`src/rtl/mandel_writer_if.sv`:
```
// Frame-buffer BRAM port-A write bus: write enable, pixel address and
// iteration-count data. The renderer drives it through the master modport.
interface mandel_writer_if #(
  parameter int DATA_W = 7
);
  logic              wea;
  logic [18:0]       addr_w;
  logic [DATA_W-1:0] dina;

  modport master (output wea, output addr_w, output dina);
  modport slave  (input  wea, input  addr_w, input  dina);
endinterface

```
`src/rtl/mandel_writer.sv`:
```
// Mandelbrot frame renderer. Walks the frame in raster order, runs one
// escape-time iteration per clock in Q4.12 fixed point and writes each
// pixel's iteration count into the frame-buffer BRAM through port A.
// Optional build macro LIVE_VIEW_EN: when defined, read_enable stays high
// from the first clock after reset so the display shows the frame while it
// is being drawn; otherwise the display is blanked until a frame completes.
module mandel_writer #(
  parameter int H_RES    = 640,
  parameter int V_RES    = 480,
  parameter int MAX_ITER = 127,
  parameter int DATA_W   = 7,
  parameter int FRAC     = 12
) (
  input  logic               CLK_100MHz,
  input  logic               reset,
  input  logic               start,
  input  logic signed [15:0] x_min,
  input  logic signed [15:0] y_max,
  input  logic        [15:0] step,
  mandel_writer_if.master    bram,
  output logic               busy,
  output logic               done,
  output logic               read_enable
);

  localparam int                X_W      = (H_RES > 1) ? $clog2(H_RES) : 1;
  localparam logic [18:0]       LAST_PIX = 19'(H_RES * V_RES - 1);
  localparam logic [X_W-1:0]    LAST_X   = X_W'(H_RES - 1);
  localparam logic [DATA_W-1:0] ITER_CAP = DATA_W'(MAX_ITER);
  localparam logic [17:0]       ESC_MAG  = 18'(4 << FRAC);

  typedef enum logic [2:0] {IDLE, INIT, ITER, WRITE, DONE} state_t;

  // Fixed-point product: full 32-bit signed product, rescaled by an
  // arithmetic shift so negative cross terms round toward minus infinity.
  function automatic logic signed [31:0] fx_mul(input logic signed [15:0] a,
                                                input logic signed [15:0] b);
    logic signed [31:0] p;
    p = 32'(a) * 32'(b);
    return p >>> FRAC;
  endfunction

  state_t state, state_n;

  logic signed [15:0] x_min_r;
  logic        [15:0] step_r;
  logic signed [15:0] cr, ci, zr, zi;
  logic        [18:0] pix;
  logic [X_W-1:0]     x;
  logic [DATA_W-1:0]  iter;

  logic signed [31:0] zr2, zi2, zri;
  logic        [17:0] mag;
  logic               escape;
  logic               last_pix;
  logic               start_ok;

  // Escape-time arithmetic for the current z and the frame-end condition.
  always_comb begin
    zr2      = fx_mul(zr, zr);
    zi2      = fx_mul(zi, zi);
    zri      = fx_mul(zr, zi);
    mag      = 18'(zr2 + zi2);
    escape   = (mag >= ESC_MAG) || (iter == ITER_CAP);
    last_pix = (pix == LAST_PIX);
    start_ok = ((state == IDLE) || (state == DONE)) && start;
  end

  // State register.
  always_ff @(posedge CLK_100MHz or negedge reset) begin
    if (!reset) state <= IDLE;
    else        state <= state_n;
  end

  // Next-state decode.
  always_comb begin
    state_n = state;
    case (state)
      IDLE, DONE: if (start) state_n = INIT;
      INIT:       state_n = ITER;
      ITER:       if (escape) state_n = WRITE;
      WRITE:      state_n = last_pix ? DONE : INIT;
      default:    state_n = IDLE;
    endcase
  end

  // Coordinate walk, iteration datapath, BRAM write port and frame status.
  always_ff @(posedge CLK_100MHz or negedge reset) begin
    if (!reset) begin
      x_min_r     <= '0;
      step_r      <= '0;
      cr          <= '0;
      ci          <= '0;
      zr          <= '0;
      zi          <= '0;
      pix         <= '0;
      x           <= '0;
      iter        <= '0;
      bram.wea    <= 1'b0;
      bram.addr_w <= '0;
      bram.dina   <= '0;
      busy        <= 1'b0;
      done        <= 1'b0;
    end else begin
      bram.wea <= 1'b0;
      done     <= 1'b0;
      case (state)
        IDLE, DONE: begin
          if (start_ok) begin
            x_min_r <= x_min;
            step_r  <= step;
            cr      <= x_min;
            ci      <= y_max;
            pix     <= '0;
            x       <= '0;
            busy    <= 1'b1;
          end
        end
        INIT: begin
          zr   <= '0;
          zi   <= '0;
          iter <= '0;
        end
        ITER: begin
          if (!escape) begin
            zr   <= 16'(zr2 - zi2 + 32'(cr));
            zi   <= 16'((zri <<< 1) + 32'(ci));
            iter <= iter + 1'b1;
          end
        end
        WRITE: begin
          bram.wea    <= 1'b1;
          bram.addr_w <= pix;
          bram.dina   <= iter;
          pix         <= pix + 1'b1;
          if (x == LAST_X) begin
            x  <= '0;
            cr <= x_min_r;
            ci <= ci - $signed(step_r);
          end else begin
            x  <= x + 1'b1;
            cr <= cr + $signed(step_r);
          end
          if (last_pix) begin
            busy <= 1'b0;
            done <= 1'b1;
          end
        end
        default: ;
      endcase
    end
  end

  // Display gating: blank an incomplete frame unless live view is built in.
  always_ff @(posedge CLK_100MHz or negedge reset) begin
`ifdef LIVE_VIEW_EN
    if (!reset) read_enable <= 1'b0;
    else        read_enable <= 1'b1;
`else
    if (!reset)                           read_enable <= 1'b0;
    else if (start_ok)                    read_enable <= 1'b0;
    else if ((state == WRITE) && last_pix) read_enable <= 1'b1;
`endif
  end

endmodule

```
`src/flat_wrapper.sv`:
```
// flat-port wrapper written by rule: the top's interface ports become plain ports
module mandel_writer_flat 
#(
  parameter int H_RES    = 640,
  parameter int V_RES    = 480,
  parameter int MAX_ITER = 127,
  parameter int DATA_W   = 7,
  parameter int FRAC     = 12
)
  (CLK_100MHz, reset, start, x_min, y_max, step, busy, done, read_enable, bram_wea, bram_addr_w, bram_dina);
  mandel_writer_if #(.DATA_W(DATA_W)) bram_i ();
  input  logic CLK_100MHz;
  input  logic reset;
  input  logic start;
  input  logic signed [15:0] x_min;
  input  logic signed [15:0] y_max;
  input  logic        [15:0] step;
  output logic busy;
  output logic done;
  output logic read_enable;
  output wire logic [$bits(bram_i.wea)-1:0] bram_wea;
  output wire logic [$bits(bram_i.addr_w)-1:0] bram_addr_w;
  output wire logic [$bits(bram_i.dina)-1:0] bram_dina;
  assign bram_wea = bram_i.wea;
  assign bram_addr_w = bram_i.addr_w;
  assign bram_dina = bram_i.dina;
  mandel_writer #(.H_RES(H_RES), .V_RES(V_RES), .MAX_ITER(MAX_ITER), .DATA_W(DATA_W), .FRAC(FRAC)) u_core (.CLK_100MHz(CLK_100MHz), .reset(reset), .start(start), .x_min(x_min), .y_max(y_max), .step(step), .bram(bram_i), .busy(busy), .done(done), .read_enable(read_enable));
endmodule
```
`config.mk`:
```
export PLATFORM = sky130hd
export DESIGN_NAME = mandel_writer_flat
export DESIGN_NICKNAME = d
export VERILOG_FILES = /design/src/rtl/mandel_writer_if.sv /design/src/rtl/mandel_writer.sv /design/src/flat_wrapper.sv
export SDC_FILE = /design/constraint.sdc
export NUM_CORES = 2
export LEC_CHECK = 0
export CAP_MARGIN = 5
export CELL_PAD_IN_SITES_DETAIL_PLACEMENT = 2
export CELL_PAD_IN_SITES_GLOBAL_PLACEMENT = 2
export CORE_MARGIN = 5
export CORE_UTILIZATION = 30
export CTS_BUF_LIST = sky130_fd_sc_hd__clkbuf_8
export CTS_CLUSTER_DIAMETER = 200
export CTS_CLUSTER_SIZE = 40
export DETAILED_ROUTE_END_ITERATION = 10
export GPL_TIMING_DRIVEN = 0
export PLACE_DENSITY_LB_ADDON = 0.2
export SLEW_MARGIN = 10
export SYNTH_ARGS = -nofsm -noshare
export SYNTH_HDL_FRONTEND = slang
export SYNTH_SLANG_ARGS = --single-unit
```
`constraint.sdc`:
```
create_clock -name CLK_100MHz -period 10.4 [get_ports CLK_100MHz]
set_input_delay 2.08 -clock CLK_100MHz [delete_from_list [all_inputs] [get_ports CLK_100MHz]]
set_output_delay 2.08 -clock CLK_100MHz [all_outputs]
set_load 0.03 [all_outputs]
```
Yosys cells after proc, flatten, opt, wreduce, memory -nomap -nowiden
Index checks and enable logic that the tools add are counted.
{ "classes": {"reduce_logical": 15, "n_mul": 3, "order_cmp": 1, "n_mux": 29, "n_addsub": 9, "n_eq_ne": 13} }
{ "ops": {"columns": ["cell", "count"], "rows": [
  ["$pmux 16 s2", 4],
  ["$mux 16", 6],
  ["$mul 16x16->30", 2],
  ["$add 16x16->16", 3],
  ["$pmux 19 s2", 1],
  ["$sub 16x16->16", 2],
  ["$mul 16x16->27", 1],
  ["$mux 10", 2],
  ["$pmux 10 s2", 1],
  ["$add 19x1->19 const B", 1],
  ["$eq 19x19->1 const B", 1],
  ["$mux 19", 1],
  ["$add 18x18->18", 1],
  ["$ge 18x15->1 const B", 1],
  ["$pmux 7 s2", 1],
  ["$pmux 3 s4", 1],
  ["$add 10x1->10 const B", 1],
  ["$eq 10x10->1 const B", 1],
  ["$mux 3", 3],
  ["$ne 2x1->1 const B", 4],
  ["$reduce_and 2->1", 4],
  ["$add 7x1->7 const B", 1],
  ["$eq 7x7->1 const B", 1],
  ["$mux 1", 7],
  ["12 further kinds", 19]
]} }
{ "word_totals": {"word_cells": 86, "register_bits": 165, "out_inout_bits": 30} }

Longest topological paths before layout
{ "logic_depth": {"ltp_word": 6, "mapped_depth": 42, "depth_no_buf": 38} }

Worst setup path before layout
Ideal clock, no wire load.
{ "synth_timing": {"path_type": "register -> register", "start": "register u_core.zi[2]", "end": "register u_core.zi[10]", "setup_slack_ns": 1.905, "stages_incl_launch_ff": 37, "setup_ns": 0.074, "t_arrival_ns": 8.421, "path_cell_list": "dfrtp_1 clkbuf_1 clkbuf_1 nand2_1 inv_1 fa_1 inv_1 fa_1 fa_1 fa_1 inv_1 fa_1 fa_1 ha_1 a211o_1 a211oi_2 a211oi_1 o41a_1 o21a_1 o21a_1 o21a_1 nor2_1 nor2b_1 nor2_1 xnor2_1 inv_1 ha_1 o21bai_1 nand3_1 a31oi_1 a21oi_1 a31oi_1 xnor2_1 xnor2_4 xnor2_2 or4_4 o21ai_2"} }
{ "synth_between": {"elab_chain_cells": 6, "word_cells_on_any_way": 10, "classes_between": "add/sub: 2; mul: 2; order compare: 1; eq/ne: 1; mux: 2; reduce/logical: 2"} }
{ "synth_rtl": {"columns": ["element", "line", "source"], "rows": [
  ["start, declared", "mandel_writer.sv:47", "logic signed [15:0] cr, ci, zr, zi;"],
  ["start signal, assigned", "mandel_writer.sv:127", "zi <= 16'((zri <<< 1) + 32'(ci));"],
  ["$mul 16x16->30", "mandel_writer.sv:39", "p = 32'(a) * 32'(b);"],
  ["$add 18x18->18", "mandel_writer.sv:63", "mag = 18'(zr2 + zi2);"],
  ["$ge 18x15->1", "mandel_writer.sv:64", "escape = (mag >= ESC_MAG) || (iter == ITER_CAP);"],
  ["$logic_or 1x1->1", "mandel_writer.sv:64", null],
  ["$ne 2x2->1 (no source line)", null, null],
  ["$reduce_and 2->1 (no source line)", null, null]
]} }
Several ways; a longest one is shown, not always the timed one. The select of a mux whose other input is x is not followed.
A chain may end at the register's enable or synchronous reset.

Worst setup path after layout
{ "layout_timing": {"start": "register u_core.zi[15]", "end": "register u_core.zi[4]"} }
Same word-level chain as after synthesis.

==> parameters.txt <==
Parameter                              Value

Global route
  Maximum number of pins on one net before global-route repair    76
  Via count of the first global-routing pass    31088
  Initial antenna violation count    13
  Wire length of the first global-routing pass    198000 µm
  Remaining global-route overflow    0
  GRT Util Overall    21.9%

Floorplan
  Initial Util    30.1%
  Number of I/O pins    81
  Total Die Area    123000 µm²
  Die width    351 µm
  Core area    116000 µm²
  Floorplan die height    351 µm
  Placement row count    125

Cells and area
  Share of post-route cells with drive strength above 1    4.53%
  Filler-free cell count of the finished design    5547
  Most common library cell in the layout ignoring fill and taps    inv_1
  Final Instance Area    38400 µm²
  Combined area of the multi-input logic cells    26900 µm²
  Core utilization of the finished layout    33.2%
  Number of nets in the final layout    5069
  Most used cells in the layout excluding fill and tap cells    inv_1 (919), fa_1 (681), nand2_1 (539)
  Sequential standard cell area    4140 µm²
  Fill cell count    13079
  Synth-to-layout area growth    9.99%

Critical path
  Critical Path AT    10.44 ns
  Startpoint class of the critical path    flop
  Nature of the critical path endpoint    flop
  Required time of the critical path    10.87 ns
  Cell family with the largest share of critical-path delay    adder cells
  Setup Crit Path Kind    reg -> reg
  Most repeated library cell on the critical path    fa_1
  Worst-path cell with the longest stage delay    fa_1
  Worst path buffer plus inverter count    5
  Worst Path Max Fanout    11
  Delay of the slowest cell on the worst path    0.83 ns

Timing
  Final period util    95.9%
  Setup repair after global routing missed its margin    no
  Worst setup skew after layout    0.0320 ns
  Setup violation total in the final timing report    0
  Period minus WS final    9.97 ns
  Total count of hold-check failures in the final report    0
  Maximum frequency from static timing analysis    0.100 GHz
  Final number of max-transition violations    0
  Measured slew at the worst slew-check pin    1.24 ns
  Worst slew slack as a fraction of its limit    17.2%
  Setup tns final    0 ns

Power and ir drop
  Total power divided by cell area    189 nW/µm²
  Switching share of power    59.6%
  Worst supply voltage drop on vdd    195 µV
  Comb power frac    77.4%
  Sequential share of power    15.3%
  Design internal power    2940 µW
  Cell leakage power    0.0189 µW
  Design Power    7270 µW
  Switching Power    4330 µW
  Clock Power Share    7.3%

CTS
  Clock latency on the worst-skew pair    0.58 ns
  Number of H-tree levels    4
  Hold buffer count at cts    0
  Number of clock buffers inserted by TritonCTS    17
  CTS tree    built
  Clock tree root driver cell    clkbuf_8
  Maximum buffer depth of the clock tree    2
  Sink count of the clock tree    165
  Clock transition time at the flip-flop clock pins of the worst setup and hold paths    0.14 ns

Synth
  Area of the mapped netlist    34900 µm²
  Leading post-synthesis cells by cell area    fa_1 (39%), ha_1 (12%), dfrtp_1 (12%)
  Yosys top cell area share    39.0%
  Post-synth top area cell    fa_1
  Register bit total from synthesis    165
  Cells after synthesis    3906
  Count of flip-flops with a built-in enable after synthesis    0
  Flip-flop cell with the highest count after synthesis    dfrtp_1
  Count of distinct cell types in the synthesized netlist    76
  Fraction of the yosys area taken by sequential cells    11.8%
  Nets in the synthesized netlist    4969
  Post-synthesis average cell area    8.95 µm²
  Post-synthesis async set-or-reset flop share    100%
  Yosys warns    0

Drt
  DR pass1 iterations    5
  Wire per inst    23.7 µm
  Total length of routed wires    131000 µm
  Detailed router's first-iteration violation count    1070
  Via-to-Cell Ratio    4.81
  Remaining design rule violation count    0
  Count of nets left with antenna violations after detail routing    0
  Overall via count from detail_route    26683

Hold path
  Classification of the worst-slack hold path    reg -> reg

Placed design
  # placed instances    5512
  Placed Area    37700 µm²
  HPWL after detailed placement    110000 µm
  Port buffer count    80
  Placer's final routability congestion estimate    0.868

Flow run
  Max_cap viols    0

Outcome
  Status    complete, no violations
## per-stage QoR
step,hold WS [ns],setup WS (ns)
after floorplan,0.441,1.91
after global placement,0.458,-1.54
after detailed placement,0.464,-1.63
after CTS,0.493,0.000217
after global routing,0.517,0.00954
final,0.494,0.428
## synthesized netlist by cell type, types with 3 or more instances
cell type	instances
inv_1	921
fa_1	681
nand2_1	539
ha_1	331
nor2_1	186
dfrtp_1	165
and2_1	153
clkbuf_1	137
o21ai_0	131
xnor2_1	115
a21oi_1	85
xor2_1	40
nand2b_1	33
nand3_1	33
nor3_1	30
a31oi_1	26
and3_1	24
nand4_1	23
a211oi_1	22
a21o_1	22
nor2b_1	21
mux2i_1	17
o31ai_1	15
o21a_1	13
buf_1	12
or2_2	11
o21bai_1	9
or3_1	7
a21boi_0	6
o31a_1	6
a311oi_1	5
a31o_2	5
and4_1	5
clkinv_1	5
nor4_1	4
o211ai_1	4
a221o_1	3
a221oi_1	3
a22o_1	3
a22oi_1	3
a41o_1	3
buf_2	3
nand3b_1	3
o21ba_2	3
## layout make-up
cell class | instances | area share (%)
multi-input combinational | 2659 | 69.9
sequential | 165 | 10.8
inverter | 928 | 9.11
tap | 1524 | 4.96
timing repair buffer | 91 | 2.42
buffer | 144 | 1.73
clock buffer | 17 | 0.609
clock inverter | 15 | 0.462
antenna | 4 | 0.0260
## what timing repair did
item / in CTS / in global routing
buffers inserted: 6 / 3
endpoints found under the setup margin: 41 / 41
pin swaps: 1 / 2
resized for setup: 93 / 40
## worst reg2reg max path, delay by kind of cell (launching register included)
| family | cells | cell delay [ns] |
|---|---|---|
| flip-flops | 1 | 0.56 |
| AO/OA/AOI/OAI | 7 | 1.97 |
| AND/OR/NAND/NOR | 5 | 0.77 |
| XOR/XNOR | 3 | 0.83 |
| adder cells (fa/ha/maj) | 8 | 4.18 |
| buffers and inverters | 5 | 1.56 |
## worst paths after layout
check,depth (start not counted),end,from,slack (ns)
worst max-delay path,28,u_core.zi[4],u_core.zi[15],0.43
worst min-delay path,2,u_core.x_min_r[4],u_core.x_min_r[4],0.49
worst max register to register,28,u_core.zi[4],u_core.zi[15],0.43
worst min register to register,2,u_core.x_min_r[4],u_core.x_min_r[4],0.49
max in group asynchronous,3,u_core.zi[15],reset,7.95
min in group asynchronous,1,u_core.x_min_r[9],reset,1.34
## cell families (layout without fill, tap and decap cells)
family / after synthesis / in the layout / synth area share [%]
buf+inv: 1082 / 1195 / 11.6
other cells: 0 / 4 / 0
compound gates: 387 / 387 / 6.93
fa+ha+maj: 1012 / 1012 / 50.9
mux: 17 / 17 / 0.487
simple gates: 1084 / 1084 / 14.1
xor+xnor: 159 / 159 / 4.12
flops: 165 / 165 / 11.8
## sequential cells by signal (all words and copies together), names as in the netlist
signal and flops:
u_core.bram.addr_w 19, u_core.pix 19, u_core.ci 16, u_core.cr 16
u_core.step_r 16, u_core.x_min_r 16, u_core.zi 16, u_core.zr 16
u_core.x 10, u_core.bram.dina 7, u_core.iter 7, u_core.state 3
u_core.bram.wea 1, u_core.busy 1, u_core.done 1, u_core.read_enable 1
## power groups by stage
stage / combinational [µW] / clock, µW / sequential [µW]
CTS: 5710 / 551 / 1100
floorplan: 3500 / 0 / 956
finish: 5630 / 528 / 1110
global route: 6210 / 571 / 1130
detailed placement: 5630 / 0 / 1090
global placement: 5520 / 0 / 1080
## per-layer routing
| layer | vias up | track usage [%] | wire, µm |
|---|---|---|---|
| met5 | - | 0 | 56 |
| met4 | 8 | 8.89 | 6290 |
| met3 | 153 | 3.77 | 5980 |
| met2 | 480 | 37.6 | 63900 |
| met1 | 14078 | 27.4 | 54900 |
| li1 | 11964 | - | - |
Power figures use the tool's default switching activity.
